## src/rtl/weight_bank_scheduler_if.sv

```systemverilog
// weight_bank_scheduler_if: layer control, DMA beat stream, compute handshake and SRAM control
// of the double-buffered weight bank scheduler.
interface weight_bank_scheduler_if #(
   parameter int SRAM_ADDR_W = 10,
   parameter int SRAM_WIDTH  = 64
);
   logic                   start;
   logic [15:0]            num_tiles;
   logic [SRAM_ADDR_W:0]   tile_words;
   logic                   busy;
   logic                   done;
   logic                   dma_valid;
   logic [SRAM_WIDTH-1:0]  dma_data;
   logic                   dma_ready;
   logic                   cmp_tile_ready;
   logic                   cmp_start;
   logic                   sram_bank_swap;
   logic                   sram_rd_en;
   logic [SRAM_ADDR_W-1:0] sram_rd_addr;
   logic                   sram_wr_en;
   logic [SRAM_ADDR_W-1:0] sram_wr_addr;
   logic [SRAM_WIDTH-1:0]  sram_wr_data;
   logic [31:0]            stall_cycles;

   modport master (
      input  start, num_tiles, tile_words, dma_valid, dma_data, cmp_start,
      output busy, done, dma_ready, cmp_tile_ready, sram_bank_swap, sram_rd_en, sram_rd_addr,
             sram_wr_en, sram_wr_addr, sram_wr_data, stall_cycles
   );
   modport slave (
      output start, num_tiles, tile_words, dma_valid, dma_data, cmp_start,
      input  busy, done, dma_ready, cmp_tile_ready, sram_bank_swap, sram_rd_en, sram_rd_addr,
             sram_wr_en, sram_wr_addr, sram_wr_data, stall_cycles
   );
endinterface

```

## src/rtl/weight_bank_scheduler.sv

```systemverilog
// weight_bank_scheduler: fills the inactive weight bank from DMA, drains the active bank to compute,
// swaps banks when both sides are ready. Define WBS_STALL_CNT_EN to build the compute-starved counter.
module weight_bank_scheduler #(
   parameter int SRAM_ADDR_W = 10,
   parameter int SRAM_DEPTH  = 1024,
   parameter int SRAM_WIDTH  = 64
) (
   input logic                      clk,
   input logic                      rst_n,
   weight_bank_scheduler_if.master  io_bus
);
   typedef enum logic {L_IDLE, L_RUN} l_state_t;
   typedef enum logic [1:0] {D_IDLE, D_READ, D_FLUSH} d_state_t;

   localparam logic [SRAM_ADDR_W:0] DEPTH_W = (SRAM_ADDR_W+1)'(SRAM_DEPTH);

   l_state_t               r_l;
   d_state_t               r_d;
   logic [15:0]            r_num, r_loaded, r_drained;
   logic [SRAM_ADDR_W-1:0] r_tw_m1, r_wr_cnt, r_rd_cnt;
   logic                   r_fl, r_inact_full, r_act_full, r_done;
   logic [SRAM_ADDR_W:0]   w_tw;
   logic [SRAM_ADDR_W-1:0] w_tw_m1;
   logic                   w_run, w_d_idle, w_start, w_accept, w_swap;

   assign w_run    = r_l == L_RUN;
   assign w_d_idle = r_d == D_IDLE;
   assign w_start  = io_bus.start & ~w_run;
   assign w_tw     = (io_bus.tile_words == '0 || io_bus.tile_words > DEPTH_W) ? DEPTH_W : io_bus.tile_words;
   assign w_tw_m1  = SRAM_ADDR_W'(w_tw - 1'b1);
   assign w_accept = io_bus.dma_valid & io_bus.dma_ready;
   // Swap only with the read pipe empty so the controller's output mux never moves under in-flight data.
   assign w_swap   = w_run & r_inact_full & ~r_act_full & w_d_idle;

   assign io_bus.busy           = w_run;
   assign io_bus.done           = r_done;
   assign io_bus.dma_ready      = w_run & ~r_inact_full & (r_loaded < r_num);
   assign io_bus.cmp_tile_ready = r_act_full & w_d_idle;
   assign io_bus.sram_bank_swap = w_swap;
   assign io_bus.sram_wr_en     = w_accept;
   assign io_bus.sram_wr_addr   = r_wr_cnt;
   assign io_bus.sram_wr_data   = io_bus.dma_data;
   assign io_bus.sram_rd_en     = r_d == D_READ;
   assign io_bus.sram_rd_addr   = r_rd_cnt;

   always_ff @(posedge clk or negedge rst_n) begin
      if (!rst_n) begin
         r_l          <= L_IDLE;
         r_d          <= D_IDLE;
         r_num        <= '0;
         r_loaded     <= '0;
         r_drained    <= '0;
         r_tw_m1      <= '0;
         r_wr_cnt     <= '0;
         r_rd_cnt     <= '0;
         r_fl         <= 1'b0;
         r_inact_full <= 1'b0;
         r_act_full   <= 1'b0;
         r_done       <= 1'b0;
      end else begin
         r_done <= 1'b0;
         if (w_start) begin
            r_num        <= io_bus.num_tiles;
            r_tw_m1      <= w_tw_m1;
            r_l          <= (io_bus.num_tiles == '0) ? L_IDLE : L_RUN;
            r_done       <= io_bus.num_tiles == '0;
            r_d          <= D_IDLE;
            r_loaded     <= '0;
            r_drained    <= '0;
            r_wr_cnt     <= '0;
            r_rd_cnt     <= '0;
            r_fl         <= 1'b0;
            r_inact_full <= 1'b0;
            r_act_full   <= 1'b0;
         end else if (w_run) begin
            if (r_drained == r_num) begin
               r_l    <= L_IDLE;
               r_done <= 1'b1;
            end
            if (w_accept) begin
               r_wr_cnt <= (r_wr_cnt == r_tw_m1) ? '0 : r_wr_cnt + 1'b1;
               if (r_wr_cnt == r_tw_m1) begin
                  r_inact_full <= 1'b1;
                  r_loaded     <= r_loaded + 1'b1;
               end
            end
            if (w_swap) begin
               r_act_full   <= 1'b1;
               r_inact_full <= 1'b0;
            end
            case (r_d)
               D_IDLE:  if (io_bus.cmp_start & r_act_full) r_d <= D_READ;
               D_READ: begin
                  r_rd_cnt <= (r_rd_cnt == r_tw_m1) ? '0 : r_rd_cnt + 1'b1;
                  if (r_rd_cnt == r_tw_m1) r_d <= D_FLUSH;
               end
               D_FLUSH: begin
                  r_fl <= ~r_fl;
                  if (r_fl) begin
                     r_d        <= D_IDLE;
                     r_act_full <= 1'b0;
                     r_drained  <= r_drained + 1'b1;
                  end
               end
               default: r_d <= D_IDLE;
            endcase
         end
      end
   end

`ifdef WBS_STALL_CNT_EN
   logic [31:0] r_stall;
   always_ff @(posedge clk or negedge rst_n) begin
      if (!rst_n) r_stall <= '0;
      else if (w_start) r_stall <= '0;
      else if (w_run & ~r_act_full & w_d_idle & ~&r_stall) r_stall <= r_stall + 1'b1;
   end
   assign io_bus.stall_cycles = r_stall;
`else
   assign io_bus.stall_cycles = '0;
`endif
endmodule
```

## src/flat_wrapper.sv

```systemverilog
// flat-port wrapper written by rule: the top's interface ports become plain ports
module weight_bank_scheduler_flat 
#(
   parameter int SRAM_ADDR_W = 10,
   parameter int SRAM_DEPTH  = 1024,
   parameter int SRAM_WIDTH  = 64
)
  (clk, rst_n, io_bus_start, io_bus_num_tiles, io_bus_tile_words, io_bus_dma_valid, io_bus_dma_data, io_bus_cmp_start, io_bus_busy, io_bus_done, io_bus_dma_ready, io_bus_cmp_tile_ready, io_bus_sram_bank_swap, io_bus_sram_rd_en, io_bus_sram_rd_addr, io_bus_sram_wr_en, io_bus_sram_wr_addr, io_bus_sram_wr_data, io_bus_stall_cycles);
  weight_bank_scheduler_if #(.SRAM_ADDR_W(SRAM_ADDR_W), .SRAM_WIDTH(SRAM_WIDTH)) io_bus_i ();
  input logic clk;
  input logic rst_n;
  input wire logic [$bits(io_bus_i.start)-1:0] io_bus_start;
  input wire logic [$bits(io_bus_i.num_tiles)-1:0] io_bus_num_tiles;
  input wire logic [$bits(io_bus_i.tile_words)-1:0] io_bus_tile_words;
  input wire logic [$bits(io_bus_i.dma_valid)-1:0] io_bus_dma_valid;
  input wire logic [$bits(io_bus_i.dma_data)-1:0] io_bus_dma_data;
  input wire logic [$bits(io_bus_i.cmp_start)-1:0] io_bus_cmp_start;
  output wire logic [$bits(io_bus_i.busy)-1:0] io_bus_busy;
  output wire logic [$bits(io_bus_i.done)-1:0] io_bus_done;
  output wire logic [$bits(io_bus_i.dma_ready)-1:0] io_bus_dma_ready;
  output wire logic [$bits(io_bus_i.cmp_tile_ready)-1:0] io_bus_cmp_tile_ready;
  output wire logic [$bits(io_bus_i.sram_bank_swap)-1:0] io_bus_sram_bank_swap;
  output wire logic [$bits(io_bus_i.sram_rd_en)-1:0] io_bus_sram_rd_en;
  output wire logic [$bits(io_bus_i.sram_rd_addr)-1:0] io_bus_sram_rd_addr;
  output wire logic [$bits(io_bus_i.sram_wr_en)-1:0] io_bus_sram_wr_en;
  output wire logic [$bits(io_bus_i.sram_wr_addr)-1:0] io_bus_sram_wr_addr;
  output wire logic [$bits(io_bus_i.sram_wr_data)-1:0] io_bus_sram_wr_data;
  output wire logic [$bits(io_bus_i.stall_cycles)-1:0] io_bus_stall_cycles;
  assign io_bus_i.start = io_bus_start;
  assign io_bus_i.num_tiles = io_bus_num_tiles;
  assign io_bus_i.tile_words = io_bus_tile_words;
  assign io_bus_i.dma_valid = io_bus_dma_valid;
  assign io_bus_i.dma_data = io_bus_dma_data;
  assign io_bus_i.cmp_start = io_bus_cmp_start;
  assign io_bus_busy = io_bus_i.busy;
  assign io_bus_done = io_bus_i.done;
  assign io_bus_dma_ready = io_bus_i.dma_ready;
  assign io_bus_cmp_tile_ready = io_bus_i.cmp_tile_ready;
  assign io_bus_sram_bank_swap = io_bus_i.sram_bank_swap;
  assign io_bus_sram_rd_en = io_bus_i.sram_rd_en;
  assign io_bus_sram_rd_addr = io_bus_i.sram_rd_addr;
  assign io_bus_sram_wr_en = io_bus_i.sram_wr_en;
  assign io_bus_sram_wr_addr = io_bus_i.sram_wr_addr;
  assign io_bus_sram_wr_data = io_bus_i.sram_wr_data;
  assign io_bus_stall_cycles = io_bus_i.stall_cycles;
  weight_bank_scheduler #(.SRAM_ADDR_W(SRAM_ADDR_W), .SRAM_DEPTH(SRAM_DEPTH), .SRAM_WIDTH(SRAM_WIDTH)) u_core (.clk(clk), .rst_n(rst_n), .io_bus(io_bus_i));
endmodule
```

## config.mk

```make
export PLATFORM = sky130hd
export DESIGN_NAME = weight_bank_scheduler_flat
export DESIGN_NICKNAME = d
export VERILOG_FILES = /design/src/rtl/weight_bank_scheduler_if.sv /design/src/rtl/weight_bank_scheduler.sv /design/src/flat_wrapper.sv
export SDC_FILE = /design/constraint.sdc
export NUM_CORES = 1
export LEC_CHECK = 0
export BUFFER_PORTS_ARGS = -buffer_cell sky130_fd_sc_hd__buf_2
export CORE_ASPECT_RATIO = 0.7
export CORE_MARGIN = 5
export CORE_UTILIZATION = 51
export DETAILED_ROUTE_END_ITERATION = 7
export PLACE_DENSITY = 0.8
export SLEW_MARGIN = 0
export SYNTH_ARGS = -nofsm -noshare
export SYNTH_HDL_FRONTEND = slang
export SYNTH_SLANG_ARGS = --single-unit
```

## constraint.sdc

```tcl
create_clock -name clk -period 2.6 [get_ports clk]
set_input_delay 0.13 -clock clk [delete_from_list [all_inputs] [get_ports clk]]
set_output_delay 0.13 -clock clk [all_outputs]
set_load 0.05 [all_outputs]
```

# Word-level counts from Yosys, hierarchy flattened
# Cells that the tools add are included.
# word_totals
regBits	85
out_inout_bits	123
elab_cells	102
# op_classes
n_addsub	5
n_lt_le_gt_ge	2
eq_ne	8
muxes	43
bitwise	13
n_reduce_logical	19
# op_table
op	n
16-bit two-way mux	8
10-bit two-way mux	9
16-bit by 1-bit adder with 16-bit output (second input constant)	2
10-bit by 1-bit adder with 10-bit output (second input constant)	2
10-bit equality test	2
1-bit two-way mux	20
16-bit equality test	1
16-bit logical NOT	1
16-bit < comparator	1
2-bit nonzero test	6
11-bit > comparator (second input constant)	1
11-bit logical NOT	1
2-bit two-way mux	5
10-bit by 1-bit subtractor with 10-bit output (second input constant)	1
1-bit AND	9
3-bit AND reduction	3
3-bit by 1-bit != test with 1-bit output (second input constant)	2
2-bit case mux with 3 select lines	1
2-bit AND reduction	3
3-bit nonzero test	2
1-bit NOT	4
4-bit AND reduction	1
3-bit != test (second input constant)	1
2-bit by 1-bit equality test with 1-bit output (second input constant)	1
3 further kinds	3

# Depth between registers and ports, before layout
# logic_depth
word_depth	8
mapped_depth	10

# Worst setup path after synthesis
# Ideal clock, no wire load.
# synth_timing
kind	register -> register
startpoint	register u_core.r_loaded[15]
endpoint	register u_core.r_loaded[1]
setup_time_ns	0.126
arrival_ns	2.320
required_ns	2.474
setup_slack_ns	0.154
stages_incl_launch_ff	9
path_buffers	0
period_less_slack_ns	2.446
cell_sequence	dfrtp_1 ha_1 a211o_1 a311oi_2 o311a_2 nand2_1 inv_2 o21ai_2 a221o_1
# synth_between
elab_chain_len	5
# synth_lines
element	line_no	rtl
start: declaration	weight_bank_scheduler.sv:19	logic [15:0] r_num, r_loaded, r_drained;
start signal: assignment	weight_bank_scheduler.sv:84	r_loaded <= r_loaded + 1'b1;
16-bit < comparator	weight_bank_scheduler.sv:37	assign io_bus.dma_ready = w_run & ~r_inact_full & (r_loaded < r_num);
1-bit AND	weight_bank_scheduler.sv:37	
1-bit AND	weight_bank_scheduler.sv:31	assign w_accept = io_bus.dma_valid & io_bus.dma_ready;
via io_bus_sram_wr_en	flat_wrapper.sv:25	output wire logic [$bits(io_bus_i.sram_wr_en)-1:0] io_bus_sram_wr_en;
2-bit nonzero test (no source line)	-	
3-bit AND reduction (no source line)	-	
# The timed path passes the listed nets, and every way through them passes these cells.
# A chain may end at the register's enable or synchronous reset.

# Worst setup path in the final report
# layout_timing
startpoint	register u_core.r_loaded[12]
endpoint	output port io_bus_sram_wr_en
# layout_between
elab_chain_len	3
# layout_lines
element	line_no
16-bit < comparator	weight_bank_scheduler.sv:37
1-bit AND	weight_bank_scheduler.sv:37
1-bit AND	weight_bank_scheduler.sv:31
end: declaration	flat_wrapper.sv:25
# No other way between the ends.

==> results.toml <==
[status]
outcome = "finished, violations left"
failed_checks = "DRC, hold timing, setup timing"

[critical_path]
cp_data_arrival_time_ns = 2.47
rrSetupSlack_ns = -0.002
start_kind = "flip-flop"
required_ns = 2.47
worstPathMaxFanout = 6
worstSetupPathType = "reg2out"
end_kind = "primary output"

[global_routing]
antenna_found_initial = 0
gr-total-overflow = 0
grt_pass1_vias = 4800
grt_max_degree = 86
grt.total_usage = 0.219
grt_pass1_wl_um = 24700

[timing]
min_period_over_period = 1.00
tightest_slew_ns = 1.09
min_period_ns = 2.60
setup_viol_count_final = 1
hold_viol_final = 2
final_max_slew_viol_count = 0
holdWs_ns = -0.000468
fmax_mhz = 384
fin_ws_ns = -0.00164
worst_clock_skew_ns = 0.0124
slew_headroom = 0.270
fin_setup_tns_ns = -0.00164

[power_and_ir_drop]
power_density_mw_per_mm2 = 783
p_leak_uw = 0.00289
total_power_uw = 5000
ir_drop_mv = 0.363

[cts]
cts_tree = "built"
htreeDepth = 3
cts-root-buf = "clkbuf_16"
clk_pin_slew_ns = 0.06
clock-sinks = 85
clockBufferDepth = 2
clk_latency_ns = 0.35
cts_made_buffers = 9
cts_hold_buf = 0

[logic_synthesis]
synthArstFlopShare = 1.00
synth_compound_area_frac = 0.140
yosysUniqueCellTypes = 66
yosysWarnings = 0
muxShareOfSynthArea = 0.0156
synth.largest_area_cell = "dfrtp_1"
syn_area_mm2 = 0.00592
synth_ff_type = "dfrtp_1"
synth_edf_count = 0
synth-xor-area-share = 0.0739
synthTopCellsByArea = "dfrtp_1 (36%), buf_4 (13%), xnor2_1 (6.1%)"
ys_seq_elements = 85
syn_inst = 679
synth_fa_ha_area_frac = 0.0423
synth-seq-area-share = 0.359
synth_top_family_by_area = "simple AND/OR/NAND/NOR gates"
yosys.area_share.simple = 0.217
avgSynthCellArea_um2 = 8.72
yosysTopAreaCellShare = 0.359

[detailed_routing]
firstDrtPassIters = 8
wire_per_inst_um = 18.3
via_per_inst = 5.94
routed_wl_um = 15600
vias = 5044
ant_nets = 0
drc = 1
initialDrtViolationCount = 639

[floorplanning]
io_pins = 219
core_area_mm2 = 0.0112
die_h_um = 100
die_area_mm2 = 0.0139
start_util = 0.530
rows = 32
die_w_um = 139

[job]
max-cap-violations = 0

[hold_path]
hp-class = "in2async"

[finish]
drive_gt1_frac = 0.180
fin_util = 0.571
antennaDiodeCount = 0
nets = 807
synthToLayoutAreaGrowth_pct = 7.73

[place]
hpwlAfterDp_um = 11000
port_buffers = 58
globalplace.congestion = 0.898
dp_slack_ns = -0.0109
## timing repair
item,in CTS,in global routing
pin swaps,0,5
gates resized for setup,5,8
endpoints found under the setup margin,2,24
setup buffers,2,7
gates cloned,0,0
## cells in the final DEF (no fill, tap or decap), drive strengths merged, types with 20 or more instances in the layout
master	n
nand2	78
xnor2	41
conb	32
o21ai	63
a21oi	21
inv	22
nand3	22
dfrtp	85
buf	86
ha	20
nor2	33
## report_power, final
group          internal [uW]  switching (uW)
sequential              1500             255
clock                   1040             565
combinational            526            1110
total                   3060            1930
## state kept, by name, indices dropped and copies added, names as in the netlist
name                        count
u_core.r_act_full               1
u_core.r_d                      2
u_core.io_bus.sram_rd_addr     10
u_core.r_fl                     1
u_core.r_inact_full             1
u_core.r_tw_m1                 10
u_core.io_bus.busy              1
u_core.r_num                   16
u_core.r_loaded                16
u_core.r_drained               16
u_core.io_bus.sram_wr_addr     10
u_core.io_bus.done              1
## layout make-up
| type | count | area, um^2 |
|---|---|---|
| Inverter | 21 | 78.8 |
| Clock buffer | 9 | 225 |
| Timing Repair Buffer | 86 | 529 |
| Tap cell | 153 | 191 |
| Clock inverter | 7 | 145 |
| Sequential cell | 85 | 2130 |
| Multi-Input combinational cell | 488 | 3080 |
| Fill cell | 910 | 4790 |
## routing by layer
metal	GRT usage	wire, um
met5	0	0
met4	0.103	666
met3	0.0643	1490
met2	0.339	7100
met1	0.287	6300
## worst paths after layout
check,start,endpoint,cells after the start
min in group clk,io_bus_num_tiles[10],u_core.r_num[10]$_DFFE_PN0P_,3
max reg2reg,u_core.r_loaded[12]$_DFFE_PN0P_,u_core.r_loaded[5]$_DFFE_PN0P_,10
min,rst_n,u_core.r_tw_m1[6]$_DFFE_PN0P_,1
max in group asynchronous,rst_n,u_core.r_loaded[10]$_DFFE_PN0P_,1
min reg2reg,u_core.io_bus.sram_wr_addr[9]$_DFFE_PN0P_,u_core.io_bus.sram_wr_addr[9]$_DFFE_PN0P_,1
max,u_core.r_loaded[12]$_DFFE_PN0P_,io_bus_sram_wr_en,7
## cell usage after synthesis, drive strengths merged (2+ instances only)
| master | n |
|---|---|
| nand2b | 18 |
| xor2 | 9 |
| o31ai | 7 |
| a211o | 4 |
| nor4 | 9 |
| o311a | 4 |
| dfrtp | 85 |
| xnor2 | 41 |
| ha | 20 |
| a31oi | 5 |
| nand3b | 3 |
| inv | 21 |
| or2 | 2 |
| mux2i | 7 |
| or3 | 8 |
| a21oi | 21 |
| a21o | 5 |
| o2111ai | 2 |
| o22ai | 5 |
| or4 | 5 |
| o21ai | 63 |
| mux2 | 2 |
| clkbuf | 15 |
| and2 | 3 |
| and4 | 4 |
| nand4 | 18 |
| o211ai | 5 |
| and3 | 18 |
| nand3 | 22 |
| buf | 101 |
| nor2 | 33 |
| nand2 | 78 |
| nand4b | 2 |
| nor2b | 5 |
| nor3 | 13 |
## metrics by stage
stage               hold slack (ns)  cell area [um^2]  cells
CTS                        0.000334              6270    842
finish                    -0.000468              6380    849
floorplan                    -0.166              6040    710
global route                 0.0124              6380    849
detailed placement            0.260              5860    824
global placement              0.260              5860    824
## worst max-delay path, stage by stage (launching register included)
cell and delay (ns):
dfrtp_1 0.44, ha_1 0.32, nand4_1 0.18, or3_4 0.41
o311a_4 0.43, nand2_4 0.11, inv_2 0.09, buf_6 0.16
## cell families (layout without fill, tap and decap cells)
group                    Yosys count  in the layout
XOR/XNOR                          50             50
buffers and inverters            137            123
other                              1             32
AO/OA/AOI/OAI                    132            132
adder cells (fa/ha/maj)           20             20
AND/OR/NAND/NOR                  245            245
flip-flops                        85             85
multiplexers                       9              9
Note: power is estimated with default switching activity, not from simulation.
